--- src/rtl/fir_add_lane_sched.sv ---
// fir_add_lane_sched: time-shares one narrow ripple-carry adder lane among
// several FIR tap accumulators. Each WIDTH-bit add is pushed through the
// external lane LANE_W bits at a time, LSB chunk first, with the carry held
// in a flop between chunks. Requesters are served round-robin, one at a time.
module fir_add_lane_sched #(
  parameter int NREQ   = 4,
  parameter int WIDTH  = 12,
  parameter int LANE_W = 3
) (
  input  logic                    clk,
  input  logic                    rst_n,
  input  logic [NREQ-1:0]         req_valid,
  output logic [NREQ-1:0]         req_ready,
  input  logic [NREQ*WIDTH-1:0]   req_a,
  input  logic [NREQ*WIDTH-1:0]   req_b,
  input  logic [NREQ-1:0]         req_cin,
  output logic [LANE_W-1:0]       lane_a,
  output logic [LANE_W-1:0]       lane_b,
  output logic                    lane_cin,
  input  logic [LANE_W-1:0]       lane_s,
  input  logic                    lane_cout,
  output logic                    rsp_valid,
  input  logic                    rsp_ready,
  output logic [$clog2(NREQ)-1:0] rsp_id,
  output logic [WIDTH-1:0]        rsp_sum,
  output logic                    rsp_cout,
  output logic                    busy
);

  localparam int CHUNKS = WIDTH / LANE_W;
  localparam int IDW    = $clog2(NREQ);
  localparam int CW     = (CHUNKS > 1) ? $clog2(CHUNKS) : 1;

  typedef enum logic [1:0] {
    IDLE = 2'd0,
    EXEC = 2'd1,
    DONE = 2'd2
  } state_t;

  state_t             state_q, state_d;
  logic [IDW-1:0]     rr_ptr_q, rr_ptr_d;
  logic [CW-1:0]      chunk_q, chunk_d;
  logic               carry_q, carry_d;
  logic [WIDTH-1:0]   a_q, a_d;
  logic [WIDTH-1:0]   b_q, b_d;
  logic [IDW-1:0]     id_q, id_d;
  logic [LANE_W-1:0]  sum_q [CHUNKS];
  logic [LANE_W-1:0]  sum_d [CHUNKS];
  logic               cout_q, cout_d;

  logic [WIDTH-1:0]   req_a_arr [NREQ];
  logic [WIDTH-1:0]   req_b_arr [NREQ];
  logic [LANE_W-1:0]  a_chunks [CHUNKS];
  logic [LANE_W-1:0]  b_chunks [CHUNKS];
  logic [WIDTH-1:0]   sum_flat;

  logic               grant_found;
  logic [IDW-1:0]     grant_id;
  logic [IDW:0]       scan_idx;
  logic [IDW-1:0]     next_ptr;

  logic               in_idle;
  logic               in_exec;
  logic               in_done;

  assign in_idle = (state_q == IDLE);
  assign in_exec = (state_q == EXEC);
  assign in_done = (state_q == DONE);

  // Unpack the flat requester buses and split the latched operands/sum into lane-sized chunks.
  for (genvar g = 0; g < NREQ; g++) begin : g_req_unpack
    assign req_a_arr[g] = req_a[g*WIDTH +: WIDTH];
    assign req_b_arr[g] = req_b[g*WIDTH +: WIDTH];
  end

  for (genvar g = 0; g < CHUNKS; g++) begin : g_chunk_split
    assign a_chunks[g]                   = a_q[g*LANE_W +: LANE_W];
    assign b_chunks[g]                   = b_q[g*LANE_W +: LANE_W];
    assign sum_flat[g*LANE_W +: LANE_W]  = sum_q[g];
  end

  // Round-robin search: first valid requester at or after rr_ptr, wrapping modulo NREQ.
  always_comb begin
    grant_found = 1'b0;
    grant_id    = '0;
    scan_idx    = '0;
    for (int k = 0; k < NREQ; k++) begin
      scan_idx = {1'b0, rr_ptr_q} + (IDW+1)'(k);
      if (scan_idx >= (IDW+1)'(NREQ)) begin
        scan_idx = scan_idx - (IDW+1)'(NREQ);
      end
      if (!grant_found && req_valid[scan_idx[IDW-1:0]]) begin
        grant_found = 1'b1;
        grant_id    = scan_idx[IDW-1:0];
      end
    end
  end

  // After a response is taken, the requester just served drops to lowest priority.
  always_comb begin
    next_ptr = id_q + IDW'(1);
    if (id_q == IDW'(NREQ - 1)) begin
      next_ptr = '0;
    end
  end

  // Next-state logic for the scheduler: accept, step through chunks, hold the response.
  always_comb begin
    state_d  = state_q;
    rr_ptr_d = rr_ptr_q;
    chunk_d  = chunk_q;
    carry_d  = carry_q;
    a_d      = a_q;
    b_d      = b_q;
    id_d     = id_q;
    sum_d    = sum_q;
    cout_d   = cout_q;
    unique case (state_q)
      IDLE: begin
        if (grant_found) begin
          a_d     = req_a_arr[grant_id];
          b_d     = req_b_arr[grant_id];
          id_d    = grant_id;
          carry_d = req_cin[grant_id];
          chunk_d = '0;
          cout_d  = 1'b0;
          for (int c = 0; c < CHUNKS; c++) begin
            sum_d[c] = '0;
          end
          state_d = EXEC;
        end
      end
      EXEC: begin
        sum_d[chunk_q] = lane_s;
        carry_d        = lane_cout;
        if (chunk_q == CW'(CHUNKS - 1)) begin
          chunk_d = '0;
          cout_d  = lane_cout;
          state_d = DONE;
        end else begin
          chunk_d = chunk_q + CW'(1);
        end
      end
      DONE: begin
        if (rsp_ready) begin
          rr_ptr_d = next_ptr;
          state_d  = IDLE;
        end
      end
      default: begin
        state_d = IDLE;
      end
    endcase
  end

  // Scheduler registers; an async reset discards any in-flight operation.
  always_ff @(posedge clk or negedge rst_n) begin
    if (!rst_n) begin
      state_q  <= IDLE;
      rr_ptr_q <= '0;
      chunk_q  <= '0;
      carry_q  <= 1'b0;
      a_q      <= '0;
      b_q      <= '0;
      id_q     <= '0;
      sum_q    <= '{default: '0};
      cout_q   <= 1'b0;
    end else begin
      state_q  <= state_d;
      rr_ptr_q <= rr_ptr_d;
      chunk_q  <= chunk_d;
      carry_q  <= carry_d;
      a_q      <= a_d;
      b_q      <= b_d;
      id_q     <= id_d;
      sum_q    <= sum_d;
      cout_q   <= cout_d;
    end
  end

  // Accept strobe is gated by rst_n so nothing is offered while reset is held.
  always_comb begin
    req_ready = '0;
    if (rst_n && in_idle && grant_found) begin
      req_ready = NREQ'(1) << grant_id;
    end
  end

  // Lane drive: only the current chunk during EXEC, quiet zeros otherwise.
  always_comb begin
    lane_a   = '0;
    lane_b   = '0;
    lane_cin = 1'b0;
    if (in_exec) begin
      lane_a   = a_chunks[chunk_q];
      lane_b   = b_chunks[chunk_q];
      lane_cin = carry_q;
    end
  end

  // Response fields are presented only while holding a finished result.
  always_comb begin
    rsp_valid = in_done;
    rsp_id    = in_done ? id_q : '0;
    rsp_sum   = in_done ? sum_flat : '0;
    rsp_cout  = in_done & cout_q;
    busy      = in_exec | in_done;
  end

endmodule

--- config.mk ---
export PLATFORM = sky130hd
export DESIGN_NAME = fir_add_lane_sched
export DESIGN_NICKNAME = d
export VERILOG_FILES = /design/src/rtl/fir_add_lane_sched.sv
export SDC_FILE = /design/constraint.sdc
export NUM_CORES = 1
export LEC_CHECK = 0
export ABC_AREA = 1
export CORE_UTILIZATION = 43
export DETAILED_ROUTE_END_ITERATION = 16
export GPL_TIMING_DRIVEN = 1
export PLACE_DENSITY = 0.87
export SKIP_LAST_GASP = 1
export SLEW_MARGIN = 20
export SYNTH_ARGS = -nofsm -noshare
export SYNTH_HDL_FRONTEND = slang
export SYNTH_SLANG_ARGS = --single-unit
--- constraint.sdc ---
create_clock -name clk -period 4.4 [get_ports clk]
set_input_delay 1.32 -clock clk [delete_from_list [all_inputs] [get_ports clk]]
set_output_delay 1.32 -clock clk [all_outputs]
set_load 0.02 [all_outputs]
==> impl_results.md <==
* Outcome: finished clean
* Vias in the first global route at about 3800
* Number of library cell types mapped by synthesis at 28
* WL final at between 9 and 10 mm
* Full die area at between 0.008 and 0.009 mm^2
* Setup WS post-layout at 0.0317 ns
* Post-CTS Hold Buffers at 0
* Post-synthesis compound-gate area fraction at under 10%
* Pre-CTS setup slack at -0.457 ns
* First-pass GRT wire length at roughly 16 mm
* TritonCTS Sinks at between 40 and 50
* Max frequency at roughly 230 MHz
* Initial Util at between 40 and 50%
* Die Y at 90.5 um
* Pins over their slew limit at 0
* RR Endpoint: sum_flat[8]
* Critical Path Start Type: input pin
* Worst path required time at 3.08 ns
* Synthesized area per cell at ~6.2 um^2
* Hold depth at 2
* Design Power at between 4 and 5 mW
* Post-Synth Simple-Gate Area at 45.3%
* Clock Tree Buf Depth at 2
* Die W at ~90 um
* Synth Warn # at 0
* Synth Register Bits at between 40 and 50
* Hold WC Path Type: register to register
* CTS tree: done
* Initial antenna violation count at 0
* Fin nets at 807
* Endpoint class of the critical path: output port
* Critical path class: input pin to output port
* Io pins at 139
* Synth Area in XOR/XNOR at 0%
* Clock slew at reported path FFs at approximately 0.090 ns
* Largest family of logic cells by synthesized area: simple AND/OR/NAND/NOR gates
* Vias post-DR at 3861
* Static Leak at approximately 2.6 nW
* Largest net degree at the start of global routing at 47
* Total gr overflow at 0
* DRT iter0 DRCs at 125
* Port Buffers at 138
* GRT Total Usage at approximately a quarter
* Top Usage Layer GRT: met2
* Crit share post-route at just under 100%
* Hold Startpoint: a_q[5]
* Diodes inserted at 0
* M1 GR Usage at 27.3%
* ANT nets after route at 0
* Worst EP arrival at slightly above 3 ns
* Syn Inst Count at 543
* Core Region at 0.00741 mm^2
* WL/cell at ~13 um
* Worst reg-to-reg setup slack at ~1.7 ns
* Worst slew pin tran at 0.572 ns
* Clk_skew at roughly 0.012 ns
* Met2 Use GR at a little under half
* Worst Reg-to-Reg Cells at 13
* Row cnt at 31
* CTS buffer count at 5
* Max-Cap Viols at 0
* H-tree Lvls at 2
* Reg2reg start: rr_ptr_q[0]
* Root Buffer: clkbuf_8
* Skew-Pair Late Insertion Delay at roughly 0.30 ns
* Relative slew slack at between 60% and 70%
* Routing usage on met3 at ~4.8%
* Share of layout cells above drive strength 1 at about a tenth
* Post-synthesis adder-cell area fraction at under 10%
* Crit path launch: req_valid[3]
* Final GP Congestion at ~0.85
* Final core occ at between 60% and 70%
* Worst Hold End: a_q[5]
* Worst-path fanout max at 6
* Vias per cell at between 4 and 5
* Register area share after synthesis at between 30% and 40%
* Placed Cells incl. Taps at around 780
* Final hold vios at 0
* DP HPWL at 7.64 mm
* Peak VDD IR at between 0.9 and 1 mV
* Endpoints failing setup at 0
* Area growth syn-to-layout at 50.4%
* Mux cell area share after synthesis at 0%
* Dpl cell area at a little under 0.005 mm^2
* TritonRoute pass-1 iters at 4
* Post-route insts no fill at approximately 800
* Post-route cell area at between 0.005 and 0.006 mm^2
* P per Cell Area at ~840 mW/mm^2
* Post-Synthesis Cell Area at approximately 0.0034 mm^2
* Post-route minimum period at approximately 4.4 ns
* Syn nets at ~660
* Number of remaining DRC errors at 0
[synthesized netlist by cell type, drive strengths merged]
library cell / n / share of area (%)
a21oi: 13 / 1.9
buf: 15 / 3.3
clkbuf: 6 / 0.67
clkinv: 2 / 0.22
dfrtp: 46 / 34
ha: 9 / 3.3
inv: 48 / 5.4
nand2: 291 / 33
nand3: 39 / 6.5
nand4: 4 / 0.74
nor2: 33 / 4.7
nor3: 3 / 0.45
o211ai: 1 / 0.22
o21ai: 23 / 3.4
o22ai: 9 / 1.7
o31ai: 1 / 0.22
[power by group]
group / switching [mW] / leakage (nW) / internal [mW]
Combinational: 1.98 / 1.97 / 1.22
Sequential: 0.150 / 0.587 / 0.627
Clock: 0.154 / 0.0447 / 0.115
Total: 2.28 / 2.60 / 1.96
[cell usage in the layout, fill, tap and decap left out, types with 2 or more instances in the layout]
cell	Yosys	final
nand2_2	4	13
o22ai_1	9	9
nor2_1	29	29
nand3_4	1	2
buf_4	5	22
dfrtp_1	46	46
a21oi_1	13	13
nand2_1	286	277
nor2_4	2	2
nand3_2	2	5
clkbuf_8	0	5
nand4_1	4	4
clkinv_1	2	2
o21ai_0	22	22
ha_1	9	9
nor3_2	0	3
inv_1	41	41
inv_2	6	6
buf_12	0	2
nand3_1	36	32
clkdlybuf4s50_1	0	132
[worst max-delay path by stage]
stage,depth (start not counted),slack [ns],to
after detailed placement,11,-0.46,req_ready[1]
after global placement,11,-0.43,req_ready[3]
after floorplan,10,0.32,req_ready[2]
final,13,0.03,req_ready[1]
after global routing,13,-0.05,req_ready[1]
after CTS,13,0.0009,req_ready[0]
[state kept, by name, summed over array words and instances (netlist names)]
name,cells
chunk_q,2
b_q,12
state_q,2
id_q,2
carry_q,1
rr_ptr_q,2
a_q,12
cout_q,1
sum_flat,12
[layout make-up]
class,count,area (um^2)
Inverter,50,190
Sequential cell,46,1150
Tap cell,99,124
Multi-Input combinational cell,426,1960
Clock buffer,5,68.8
Timing Repair Buffer,158,1540
Clock inverter,3,25.0
Fill cell,604,2350
[through the flow]
step                TNS (ns)  hold slack [ns]
floorplan                  0            0.444
global placement       -1.50            0.457
detailed placement     -1.70            0.461
CTS                        0            0.484
global route          -0.136            0.508
finish                     0            0.482
[kinds of logic after synthesis]
| family | Yosys count |
|---|---|
| flops | 46 |
| compound gates | 47 |
| fa+ha+maj | 9 |
| simple gates | 370 |
| buf+inv | 71 |
[layer usage]
metal / wire [um] / vias up
met5: 0 / -
met4: 183 / 0
met3: 624 / 17
met2: 5140 / 151
met1: 3980 / 1730
li1: - / 1963
[repair_timing]
| action | in CTS | in global routing |
|---|---|---|
| endpoints found under the setup margin | 4 | 4 |
| pin swaps | 1 | 5 |
| gates cloned | 0 | 0 |
| gates resized for setup | 18 | 24 |
| setup buffers | 2 | 1 |
| endpoints found under the hold margin | 0 | 0 |
[worst max-delay path, cell delays in order]
cell and delay (ns):
clkdlybuf4s50_1 0.47, inv_1 0.06, nand2_2 0.08, nand3_1 0.12
nand2_2 0.11, inv_1 0.09, buf_4 0.15, nand3_1 0.09
nand3_2 0.09, nand2_4 0.14, inv_2 0.05, nor3_2 0.11
buf_4 0.16
(Power assumes the default switching activity.)
==> edit, RTL diff (same flow settings) <==
The parameter `NREQ` goes from 4 to 8.
--- a/src/rtl/fir_add_lane_sched.sv
+++ b/src/rtl/fir_add_lane_sched.sv
@@ -4,5 +4,5 @@
 // in a flop between chunks. Requesters are served round-robin, one at a time.
 module fir_add_lane_sched #(
-  parameter int NREQ   = 4,
+  parameter int NREQ   = 8,
   parameter int WIDTH  = 12,
   parameter int LANE_W = 3
Interface: changed (6 resized); port bits go from 139 to 248. The function was not compared with the original's and may differ.
==> edit against the unedited design <==
The run now ends with setup timing left; final area grew 56%; count of clock-buffer cells in the layout grew 1; sequential cell count grew 2; area after synthesis grew 38%; setup slack lost 0.12 ns; wire length grew 79%; critical path type unchanged; critical endpoint is now req_ready[6]; largest cell class unchanged.
Power is not shown: default switching activity piles up to over one toggle a cycle in this logic, so the estimate is an artifact.
==> edit: results (changes against the unedited design) <==
Filler cells = 863 (was 604)
Ys async rst share = 100% (unchanged)
Clk slew on worst S/H paths = 0.09 ns (about the same)
Min Hold Slack = 0.495 ns (was 0.482 ns)
CP Max Fanout = 5 (was 6)
Port Buffers = 247 (was 138)
Largest net degree at the start of global routing = 49 (was 47)
Ranking of synthesized cells by area = nand2_1, dfrtp_1, a21oi_1, nand3_1, o21ai_0 (was dfrtp_1, nand2_1, nand3_1, inv_1, ha_1)
H-Tree Depth = 2 (unchanged)
WP data required = 3.08 ns (about the same)
Number of global-route vias before repair = 5852 (was 3781)
Via-to-Cell Ratio = 5.09 (was 4.91)
Prevailing post-synth register cell = dfrtp_1 (unchanged)
Yosys warnings = 0 (unchanged)
Min-delay worst type = flop to flop (unchanged)
Nets = 1295 (was 807)
Clock Latency Late Sink = 0.31 ns
Sequential standard cell area = 1200 um^2 (was 1150 um^2)
Distinct cells, synth = 33 (was 28)
PnR worst setup slack = -0.0888 ns (was 0.0317 ns)
DRT iter0 DRCs = 342 (was 125)
EDFF count, synth = 0 (unchanged)
GPL Wtd Cong = 0.886 (was 0.848)
Placed cell count = 1184 (was 776)
Failing checks = setup timing
Reg2reg setup slack = 0.74 ns (was 1.73 ns)
Total Wirelength = 17.7 mm (was 9.92 mm)
Mapped Nets = 1032 (was 663)
Global-route wire length before repair = 27.6 mm (was 16.3 mm)
# setup viols final = 8 (was 0)
1st-pass router iterations = 7 (was 4)
Mapped Cells = 805 (was 543)
Status = finished with violations (was finished, final reports clean)
Register area share after synthesis = 25.9% (was 34.2%)
Setup Skew = 0.0136 ns (was 0.0119 ns)
Xor/xnor share of the synthesized area = 1.08% (was 0%)
CTS Buf Count = 5 (unchanged)
Root Buffer = clkbuf_8 (unchanged)
Area after DPL = 7370 um^2 (was 4870 um^2)
Top cells by count, synth = nand2_1, a21oi_1, nand3_1, inv_1, nor2_1 (was nand2_1, dfrtp_1, inv_1, nand3_1, nor2_1)
Antenna cells = 0 (unchanged)
Post-synthesis adder-cell area fraction = 3.24% (was 3.35%)
Multiplexer share of the synthesized area = 0% (unchanged)
Total track usage = 31.0% (was 24.3%)
DR vias = 6136 (was 3861)
Clock buffer depth = 2 (unchanged)
Sum Neg Setup Slack = -0.510 ns (was 0 ns)
Detailed placement HPWL = 13.2 mm (was 7.64 mm)
Compound-Gate Fraction of Synth Area = 17.7% (was 7.47%)
Layout cells sized above 1 = 14.8% (was 10.0%)
Actual slew at the worst max-slew pin = 0.624 ns (was 0.572 ns)
Place WS = -1.01 ns (was -0.457 ns)
Initial antenna violation count = 0 (unchanged)
-- edit: logic make-up (layout without fill, tap and decap cells) --
logic type,after synthesis,after routing
flops,48,48
compound gates,156,156
simple gates,482,482
xor+xnor,4,4
fa+ha+maj,12,12
buf+inv,103,367
-- edit: worst paths after layout --
kind,start,endpoint,cells past startpoint
worst min register to register,sum_flat[9],sum_flat[9],2
worst max-delay path,req_valid[6],req_ready[6],17
worst max register to register,rr_ptr_q[1],b_q[4],21
max in group asynchronous,rst_n,rr_ptr_q[1],2
worst min-delay path,sum_flat[9],sum_flat[9],2
min in group asynchronous,rst_n,a_q[8],1
-- edit: layer usage --
| metal | wire, um | vias up | track usage [%] |
|---|---|---|---|
| li1 | - | 3096 | - |
| met1 | 7040 | 2770 | 36.1 |
| met2 | 9200 | 228 | 56.2 |
| met3 | 1040 | 42 | 6.37 |
| met4 | 472 | 0 | 10.6 |
| met5 | 0 | - | 0 |
-- edit: cell type report --
class / count / share of cell area, %
inverter: 61 / 2.99
clock buffer: 6 / 0.922
sequential: 48 / 15.3
clock inverter: 2 / 0.207
tap: 136 / 2.16
multi-input combinational: 654 / 41.8
timing repair buffer: 298 / 36.7
-- edit: timing repair --
| action | 4_1_cts | 5_1_grt |
|---|---|---|
| resized for setup | 126 | 39 |
| setup endpoints to repair | 8 | 8 |
| hold buffers | 0 | 0 |
| pin swaps | 32 | 30 |
| setup buffers | 10 | 3 |
-- edit: critical path: stages --
cell,delay (ns)
buf_8,0.10
nand2_4,0.07
nand3_2,0.09
nand3_2,0.10
nand2_2,0.08
nor2_4,0.16
nand4_4,0.14
nor2_4,0.18
nand2_4,0.09
nand2_2,0.08
o22ai_2,0.06
nand2_2,0.12
inv_2,0.07
nor2_4,0.13
nand2_4,0.12
nor2_4,0.14
buf_6,0.12
